[src/rtl/text_buffer_ctrl.sv]
// text_buffer_ctrl: character buffer owner, serialises key events into single-cell writes behind display reads.
// Optional TEXT_WRAP_EN: printable at last cell and newline in last row wrap the cursor to cell 0.
module text_buffer_ctrl #(
  parameter int WIDTH_IN_CHARS = 16,
  parameter int HEIGHT_IN_CHARS = 6,
  parameter int MAX_CHARS = WIDTH_IN_CHARS * HEIGHT_IN_CHARS,
  parameter int ADDR_W = 8,
  parameter logic [7:0] TERM_CHAR = 8'h7C
) (
  input  logic              iVGA_CLK,
  input  logic              iRST,
  input  logic              key_valid,
  input  logic [7:0]        key_data,
  output logic              key_ready,
  input  logic              rd_req,
  input  logic [ADDR_W-1:0] rd_addr,
  output logic [7:0]        rd_data,
  output logic              rd_valid,
  output logic [ADDR_W-1:0] cursor,
  output logic              busy,
  output logic              overflow
);
  localparam int IW = $clog2(MAX_CHARS);
  localparam logic [ADDR_W-1:0] L_MAXC = ADDR_W'(MAX_CHARS);
  localparam logic [ADDR_W-1:0] L_LAST = ADDR_W'(MAX_CHARS - 1);
  localparam logic [ADDR_W-1:0] L_ROW = ADDR_W'((HEIGHT_IN_CHARS - 1) * WIDTH_IN_CHARS);
  localparam logic [2:0] S_IDLE = 3'd0;
  localparam logic [2:0] S_WR_CHAR = 3'd1;
  localparam logic [2:0] S_BKSP = 3'd2;
  localparam logic [2:0] S_NEWLINE = 3'd3;
  localparam logic [2:0] S_CLEAR = 3'd4;
  localparam logic [2:0] S_WR_MARK = 3'd5;
  logic [7:0]        r_mem [MAX_CHARS];
  logic [2:0]        r_state, w_state_n;
  logic [ADDR_W-1:0] r_cursor, w_cursor_n, r_clr, w_clr_n, w_waddr, w_next_row;
  logic [7:0]        r_key, r_rd_data, w_wdata;
  logic              r_rd_valid, r_ovf, w_ovf_n, w_we, w_gnt, w_accept, w_printable, w_last, w_last_row;
  assign key_ready = (r_state == S_IDLE) && !iRST;
  assign busy = r_state != S_IDLE;
  assign cursor = r_cursor;
  assign rd_data = r_rd_data;
  assign rd_valid = r_rd_valid;
  assign overflow = r_ovf;
  assign w_gnt = !rd_req;
  assign w_accept = key_valid && key_ready;
  assign w_printable = key_data >= 8'h20 && key_data <= 8'h7E && key_data != TERM_CHAR;
  assign w_last = r_cursor == L_LAST;
  assign w_last_row = r_cursor >= L_ROW;
  assign w_next_row = ADDR_W'((32'(r_cursor) / WIDTH_IN_CHARS + 1) * WIDTH_IN_CHARS);
  // Every state that writes does so only when the display is not reading this cycle.
  always_comb begin
    w_state_n = r_state;
    w_cursor_n = r_cursor;
    w_clr_n = r_clr;
    w_ovf_n = 1'b0;
    w_we = 1'b0;
    w_waddr = r_cursor;
    w_wdata = 8'h00;
    case (r_state)
      S_IDLE: if (w_accept) begin
        w_state_n = w_printable ? S_WR_CHAR : key_data == 8'h08 ? S_BKSP :
                    key_data == 8'h0D ? S_NEWLINE : key_data == 8'h0C ? S_CLEAR : S_IDLE;
        w_clr_n = key_data == 8'h0C ? '0 : r_clr;
      end
      S_WR_CHAR: if (w_gnt) begin
        w_we = 1'b1;
        w_wdata = r_key;
        w_state_n = S_WR_MARK;
        w_cursor_n = r_cursor + 1'b1;
        if (w_last) begin
`ifdef TEXT_WRAP_EN
          w_cursor_n = '0;
`else
          w_cursor_n = r_cursor;
          w_ovf_n = 1'b1;
          w_state_n = S_IDLE;
`endif
        end
      end
      S_BKSP: if (r_cursor == '0) w_state_n = S_IDLE;
      else if (w_gnt) begin
        w_we = 1'b1;
        w_cursor_n = r_cursor - 1'b1;
        w_state_n = S_WR_MARK;
      end
      S_NEWLINE: begin
`ifdef TEXT_WRAP_EN
        if (w_gnt) begin
          w_we = 1'b1;
          w_cursor_n = w_last_row ? '0 : w_next_row;
          w_state_n = S_WR_MARK;
        end
`else
        if (w_last_row) w_state_n = S_IDLE;
        else if (w_gnt) begin
          w_we = 1'b1;
          w_cursor_n = w_next_row;
          w_state_n = S_WR_MARK;
        end
`endif
      end
      S_CLEAR: if (w_gnt) begin
        w_we = 1'b1;
        w_waddr = r_clr;
        w_clr_n = r_clr + 1'b1;
        w_cursor_n = r_clr == L_LAST ? '0 : r_cursor;
        w_state_n = r_clr == L_LAST ? S_WR_MARK : S_CLEAR;
      end
      S_WR_MARK: if (w_gnt) begin
        w_we = 1'b1;
        w_wdata = TERM_CHAR;
        w_state_n = S_IDLE;
      end
      default: w_state_n = S_IDLE;
    endcase
  end
  always_ff @(posedge iVGA_CLK) begin
    if (iRST) begin
      r_state <= S_CLEAR;
      r_cursor <= '0;
      r_clr <= '0;
      r_rd_data <= 8'h00;
      r_rd_valid <= 1'b0;
      r_ovf <= 1'b0;
    end else begin
      r_state <= w_state_n;
      r_cursor <= w_cursor_n;
      r_clr <= w_clr_n;
      r_ovf <= w_ovf_n;
      r_rd_valid <= rd_req;
      if (rd_req) r_rd_data <= rd_addr < L_MAXC ? r_mem[rd_addr[IW-1:0]] : 8'h00;
    end
  end
  always_ff @(posedge iVGA_CLK) begin
    if (w_we && !iRST) r_mem[w_waddr[IW-1:0]] <= w_wdata;
    if (w_accept) r_key <= key_data;
  end
endmodule

[config.mk]
export PLATFORM = sky130hd
export DESIGN_NAME = text_buffer_ctrl
export DESIGN_NICKNAME = d
export VERILOG_FILES = /design/src/rtl/text_buffer_ctrl.sv
export SDC_FILE = /design/constraint.sdc
export NUM_CORES = 1
export LEC_CHECK = 0
export ABC_AREA = 1
export CAP_MARGIN = 10
export CELL_PAD_IN_SITES_DETAIL_PLACEMENT = 1
export CELL_PAD_IN_SITES_GLOBAL_PLACEMENT = 2
export CORE_ASPECT_RATIO = 1.5
export CORE_UTILIZATION = 46
export CTS_CLUSTER_DIAMETER = 50
export DETAILED_ROUTE_END_ITERATION = 7
export PLACE_DENSITY = 0.86
export SLEW_MARGIN = 40
export SYNTH_ARGS = -nofsm -noshare
export SYNTH_HDL_FRONTEND = slang
export SYNTH_SLANG_ARGS = --single-unit
[constraint.sdc]
create_clock -name iVGA_CLK -period 8.6 [get_ports iVGA_CLK]
set_input_delay 0.86 -clock iVGA_CLK [delete_from_list [all_inputs] [get_ports iVGA_CLK]]
set_output_delay 0.86 -clock iVGA_CLK [all_outputs]
set_load 0.01 [all_outputs]
==> run_results.csv, run 1 <==
group,metric,value,unit
critical_path,worstSetupStartpointType,"input pin",
critical_path,crit_fanout,15,
logic_synthesis,synth_area_leader_cell,"edfxtp_1",
die,rows,121,
routing,firstDrtPassIters,5,
critical_path,cp.required,8840,ps
clocking,worstSkewPairLatency,630,ps
die,die_h,334.0,um
power,p_leak,0.01454,uW
critical_path,ff2ff_setup_slack,5170,ps
timing,finalHoldViolCount,0,
global_route,gr-usage-met2,48.84,%
timing,max_freq,0.2674,GHz
critical_path,slowest_delay,760,ps
global_route,grt_util_met3,3.180,%
critical_path,r2r-end,"r_mem[65][5]",
timing,maxSlewViolCount,0,
critical_path,crit_buf_inv,2,
clocking,holdBufCountCts,0,
placed_design,place_area,35120,um^2
power,switchingPower,1929,uW
critical_path,cp_data_arrival_time,3980,ps
routing,vias_per_cell,5.744,
critical_path,timing.rr.start,"cursor[5]",
timing,min_period,3740,ps
finish,n_antenna_cell,0,
clocking,cts_setup_buffers,0,
logic_synthesis,yosysWarnings,0,
placed_design,dpl.hpwl,60.22,mm
placed_design,place_inst,3877,
clocking,tritoncts,"built",
timing,max_slew.worst_pin.slew,906.8,ps
clocking,htreeDepth,3,
logic_synthesis,synth_top_flop_cell,"edfxtp_1",
min_path,hold_path.class,"flop to flop",
clocking,max-clock-path-buffers,3,
timing,rsz0062_at_grt,"no",
global_route,grt_max_degree,165,
clocking,numClockSinks,805,
min_path,worstHoldStart,"rd_data[4]",
global_route,grt_usage,26.99,%
clocking,cts-resized-gates,0,
finish,fin_util,51.99,%
global_route,grt_util_met1,31.88,%
timing,finalClockSkew,28.27,ps
clocking,cts_buffers,74,
routing,wl_per_cell,24.91,um
job,cap_violations,0,
global_route,grt_pass1_wl,149.0,mm
global_route,grt_pass1_vias,24500,
critical_path,crit_top_cell,"nor2_1",
timing,slew_headroom,39.33,%
placed_design,port-buffer-count,39,
die,die-area,74600,um^2
global_route,grt_remaining_overflow,0,
critical_path,crit_family,"simple AND/OR/NAND/NOR gates",
finish,drive_gt1_share,6.790,%
critical_path,path_cells,"clkdlybuf4s50_1 > clkinv_2 > nand2_4 > o21ai_1 > or2_1 > nor2_1 > nand2_2 > nor2_1",
die,top_level_ports,40,
logic_synthesis,async_flop_share,0,%
finish,design_area,37780,um^2
power,seqPwrFrac,51.1,%
power,vdd_drop_max,0.1976,mV
min_path,hold_depth,2,
run_status,outcome,"finished, final reports clean",
global_route,busiest_layer,"met2",
logic_synthesis,synthDominantCellAreaShare,68.93,%
critical_path,cp_slowest_cell,"nor2_1",
finish,fin_cells,4015,
logic_synthesis,ys_types,39,
clocking,cts_root_buf,"clkbuf_16",
power,clkPwrFrac,41.4,%
routing,vias,23063,
logic_synthesis,avgSynthCellArea,11.05,um^2
routing,drt-total-wl,100.0,mm
die,die_width,223.3,um
logic_synthesis,syn_nets,3091,
logic_synthesis,ys_seq_area_share,70.65,%
routing,ant_nets,0,
logic_synthesis,synth_cells,3059,
critical_path,r2r_cells,12,
power,p_sw_share,22.96,%
routing,drt_iter0_markers,1648,
timing,period_share,43.49,%
finish,area_delta_synth_final,11.77,%
timing,setup_viol,0,
finish,nNetsFinal,3067,
global_route,antenna_found_initial,0,
power,internal_power,6472,uW
finish,fillers,7634,
placed_design,gp_congestion,0.8471,
logic_synthesis,syn_area,33800,um^2
logic_synthesis,synthMostInstantiatedCell,"nand2_1",
die,start_util,46.52,%
logic_synthesis,synth_edf_count,776,
min_path,hold_path_end,"rd_data[4]",
logic_synthesis,ys_ff_latch,805,
timing,whs,470.2,ps
power,combPwrFrac,7.6,%
die,design.core.area,72670,um^2
timing,fin_tns_setup,0,ps
logic_synthesis,ys_top_cells_by_area,"edfxtp_1, nand2_1, nand3_1",
clocking,clk_pin_slew_worst_paths,60,ps
power,power.density,222.3,nW/um^2
logic_synthesis,netlist_top_cells_count,"nand2_1, edfxtp_1, nand3_1",
critical_path,path_class,"input pin to flop",
critical_path,cp-end-kind,"flop",
routing,drc,0,
## metrics by stage
step	power [uW]	worst slack, ps
after floorplan	4771	4635
after global placement	4981	4256
after detailed placement	5003	4308
after CTS	8447	4955
after global routing	8621	4836
final	8400	4860
## registers in the layout (all words and copies together), names as in the netlist
name and count:
r_state 3, r_mem 768, r_clr 8, rd_valid 1, cursor 8, overflow 1
rd_data 8, r_key 8
## cell families (layout without fill, tap and decap cells)
group | after synthesis | after routing | share of synthesized area, %
AND/OR/NAND/NOR | 1945 | 1945 | 24.90
flip-flops | 805 | 805 | 70.65
buffers and inverters | 236 | 270 | 2.828
AO/OA/AOI/OAI | 58 | 58 | 1.077
adder cells (fa/ha/maj) | 12 | 12 | 0.4664
XOR/XNOR | 3 | 3 | 0.07774
## layout by cell type, fill, tap and decap left out, types with 14 or more instances in the layout
master,instances
clkbuf_16,79
clkdlybuf4s50_1,35
edfxtp_1,776
nand3_1,664
nand2_1,1082
nand2_4,14
a21oi_1,25
buf_4,16
o21ai_0,18
dfxtp_1,29
inv_1,47
clkinv_2,15
nor2_1,135
## worst max path at each step
stage / from / to / slack, ps / cells past startpoint
detailed placement: rd_req / r_mem[94][2] / 4310 / 8
finish: rd_req / r_mem[14][1] / 4860 / 8
floorplan: rd_req / r_mem[0][2] / 4630 / 3
global route: rd_req / r_mem[46][6] / 4840 / 8
global placement: iRST / r_mem[65][6] / 4260 / 7
CTS: rd_req / r_mem[14][1] / 4960 / 8
## cell type report
class                           instances  area, um^2  share of cell area [%]
Multi-Input combinational cell       2018        9045                   23.94
Inverter                               57       239.0                  0.6325
Timing Repair Buffer                   79       928.4                   2.457
Tap cell                              922        1154                   3.053
Clock inverter                         42       508.0                   1.345
Clock buffer                           92        2026                   5.361
Sequential cell                       805       23880                   63.21
## metal layers
layer | vias up | routed length, um
met5 | - | 0
met4 | 0 | 4374
met3 | 211 | 4421
met2 | 610 | 52350
met1 | 11686 | 38870
li1 | 10556 | -
## power by group through the flow
| stage | logic (uW) | registers [uW] | clock network, uW |
|---|---|---|---|
| after global routing | 684 | 4290 | 3650 |
| after detailed placement | 628 | 4370 | 0 |
| final | 638 | 4290 | 3470 |
| after CTS | 632 | 4290 | 3520 |
| after floorplan | 400 | 4370 | 0 |
| after global placement | 606 | 4380 | 0 |
## tightest hold or removal path: cells and delay by family (launching register included)
family	cells	cell delay, ps
AND/OR/NAND/NOR	2	120
flip-flops	1	310
(Power assumes the default switching activity.)
==> run 2: changes to the inputs <==
--- a/config.mk
+++ b/config.mk
@@ -10,10 +10,10 @@
 export CELL_PAD_IN_SITES_DETAIL_PLACEMENT = 1
 export CELL_PAD_IN_SITES_GLOBAL_PLACEMENT = 2
 export CORE_ASPECT_RATIO = 1.5
-export CORE_UTILIZATION = 46
+export CORE_UTILIZATION = 39
 export CTS_CLUSTER_DIAMETER = 50
 export DETAILED_ROUTE_END_ITERATION = 7
-export PLACE_DENSITY = 0.86
+export PLACE_DENSITY = 0.78
 export SLEW_MARGIN = 40
 export SYNTH_ARGS = -nofsm -noshare
 export SYNTH_HDL_FRONTEND = slang
==> constraint.sdc (replaced) <==
create_clock -name iVGA_CLK -period 3.15 [get_ports iVGA_CLK]
set_input_delay 0.315 -clock iVGA_CLK [delete_from_list [all_inputs] [get_ports iVGA_CLK]]
set_output_delay 0.315 -clock iVGA_CLK [all_outputs]
set_load 0.01 [all_outputs]
==> run_results.csv, run 2 (synthesis gave the netlist of run 1 again) <==
group,metric,value,unit
die,design.core.area,85400,um^2
clocking,worstSkewPairLatency,670,ps
power,combPwrFrac,7.9,%
placed_design,dpl.hpwl,63.80,mm
power,power.density,579.9,nW/um^2
run_status,outcome,"finished, final reports clean",
die,die_width,242.4,um
power,switchingPower,5390,uW
power,seqPwrFrac,51.7,%
timing,setup_viol,0,
timing,slew_headroom,51.15,%
critical_path,cp-end-kind,"flop",
timing,maxSlewViolCount,0,
global_route,grt_pass1_wl,148.6,mm
timing,rsz0062_at_grt,"no",
global_route,grt_remaining_overflow,0,
global_route,grt_pass1_vias,24683,
clocking,holdBufCountCts,0,
placed_design,port-buffer-count,39,
routing,drc,0,
clocking,cts_root_buf,"clkbuf_16",
min_path,hold_path.class,"input pin to flop",
clocking,tritoncts,"built",
global_route,grt_max_degree,161,
power,internal_power,17240,uW
timing,fin_tns_setup,0,ps
global_route,grt_usage,22.70,%
finish,fillers,9046,
job,cap_violations,0,
timing,finalHoldViolCount,0,
timing,period_share,92.18,%
finish,ff_latch_area,23880,um^2
finish,nNetsFinal,3197,
finish,mostFrequentLayoutCell,"nand2_1",
finish,drive_gt1_share,10.21,%
critical_path,path_class,"flop to flop",
routing,drt_iter0_markers,1499,
routing,vias,22863,
clocking,cts_buffers,76,
critical_path,cp_data_arrival_time,3270,ps
clocking,cts-resized-gates,0,
power,clkPwrFrac,40.3,%
routing,vias_per_cell,5.253,
clocking,clk_pin_slew_worst_paths,60,ps
placed_design,gp_congestion,0.8354,
timing,max_slew.worst_pin.slew,732.8,ps
finish,area_delta_synth_final,15.42,%
routing,firstDrtPassIters,5,
routing,ant_nets,0,
finish,n_antenna_cell,0,
power,vdd_drop_max,0.7500,mV
die,die-area,87880,um^2
global_route,antenna_found_initial,0,
critical_path,worstSetupStartpointType,"flop",
die,die_h,362.6,um
power,p_leak,0.01519,uW
clocking,htreeDepth,3,
routing,drt-total-wl,98.86,mm
finish,multi_input_area,9025,um^2
die,start_util,39.58,%
finish,final_cell_mix,"nand2_1, edfxtp_1, nand3_1",
timing,max_freq,0.3444,GHz
die,top_level_ports,40,
timing,finalClockSkew,21.61,ps
power,p_sw_share,23.82,%
die,rows,131,
clocking,max-clock-path-buffers,3,
critical_path,cp.required,3510,ps
clocking,cts_setup_buffers,0,
finish,largest_reg_flops,768,
routing,wl_per_cell,22.72,um
clocking,numClockSinks,805,
critical_path,crit_fanout,8,
finish,fin_util,45.69,%
timing,min_period,2904,ps
==> run 2: cell types whose count changed in the layout (fill, tap and decap cells not counted), sizes merged <==
cell    previous run  this run
clkinv            29        33
bufinv            12         7
buf               43       172
inv               57        60
clkbuf            93        91
==> run 2: final timing paths <==
| path | start | endpoint | slack, ps | depth (start not counted) |
|---|---|---|---|---|
| max reg2reg | cursor[5] | r_mem[62][7] | 250 | 13 |
| min | key_data[5] | r_key[5] | 270 | 1 |
| max | cursor[5] | r_mem[62][7] | 250 | 13 |
| min reg2reg | rd_data[1] | rd_data[1] | 460 | 2 |
==> run 2: worst max-delay path, stage by stage, from the launching register on <==
cell     delay [ps]
dfxtp_1         420
inv_1           160
ha_1            210
nand3_1          80
inv_1            60
nand2_1          80
nand3_1         120
nand4_1         210
nand2_1          80
inv_1           150
nand2_1         350
buf_4           340
nor2_1          150
buf_4           190
==> run 2: cell type report <==
type / instances / share of cell area, %
clock buffer: 91 / 5.019
clock inverter: 44 / 1.244
inverter: 57 / 0.6061
multi-input combinational: 2018 / 23.13
sequential: 805 / 61.21
tap: 1130 / 3.624
timing repair buffer: 207 / 5.160
==> run 2: through the flow <==
stage	std cells	hold WS, ps	worst slack [ps]	instance area (um^2)	power (uW)
4_1_cts	4352	234.5	245.7	39010	22840
3_5_place_dp	4217	449.6	173.5	36570	13730
3_3_place_gp	4217	443.3	246.4	36570	13690
5_1_grt	4352	266.3	32.26	39010	23290
6_report	4352	273.3	246.3	39010	22630
2_1_floorplan	3059	393.9	-592.7	33820	13030
==> run 2: routing by layer <==
layer	part of all wire (%)	GRT usage [%]
met3	3.7	3.163
met2	54	42.58
met5	0	0
met1	38	25.39
met4	3.9	9.866
==> run 2: power by group through the flow <==
stage / Sequential, uW / Combinational (uW) / Clock [uW]
6_report: 11700 / 1790 / 9130
5_1_grt: 11700 / 1940 / 9640
2_1_floorplan: 11900 / 1090 / 0
3_3_place_gp: 11900 / 1760 / 0
3_5_place_dp: 11900 / 1800 / 0
4_1_cts: 11700 / 1810 / 9330
==> run 3: changes to the inputs <==
--- a/config.mk
+++ b/config.mk
@@ -14,7 +14,6 @@
 export CTS_CLUSTER_DIAMETER = 50
 export DETAILED_ROUTE_END_ITERATION = 7
 export PLACE_DENSITY = 0.78
-export SLEW_MARGIN = 40
 export SYNTH_ARGS = -nofsm -noshare
 export SYNTH_HDL_FRONTEND = slang
 export SYNTH_SLANG_ARGS = --single-unit
==> results of run 3 <==
The final DEF is identical to that of run 2; final timing and power are the same.
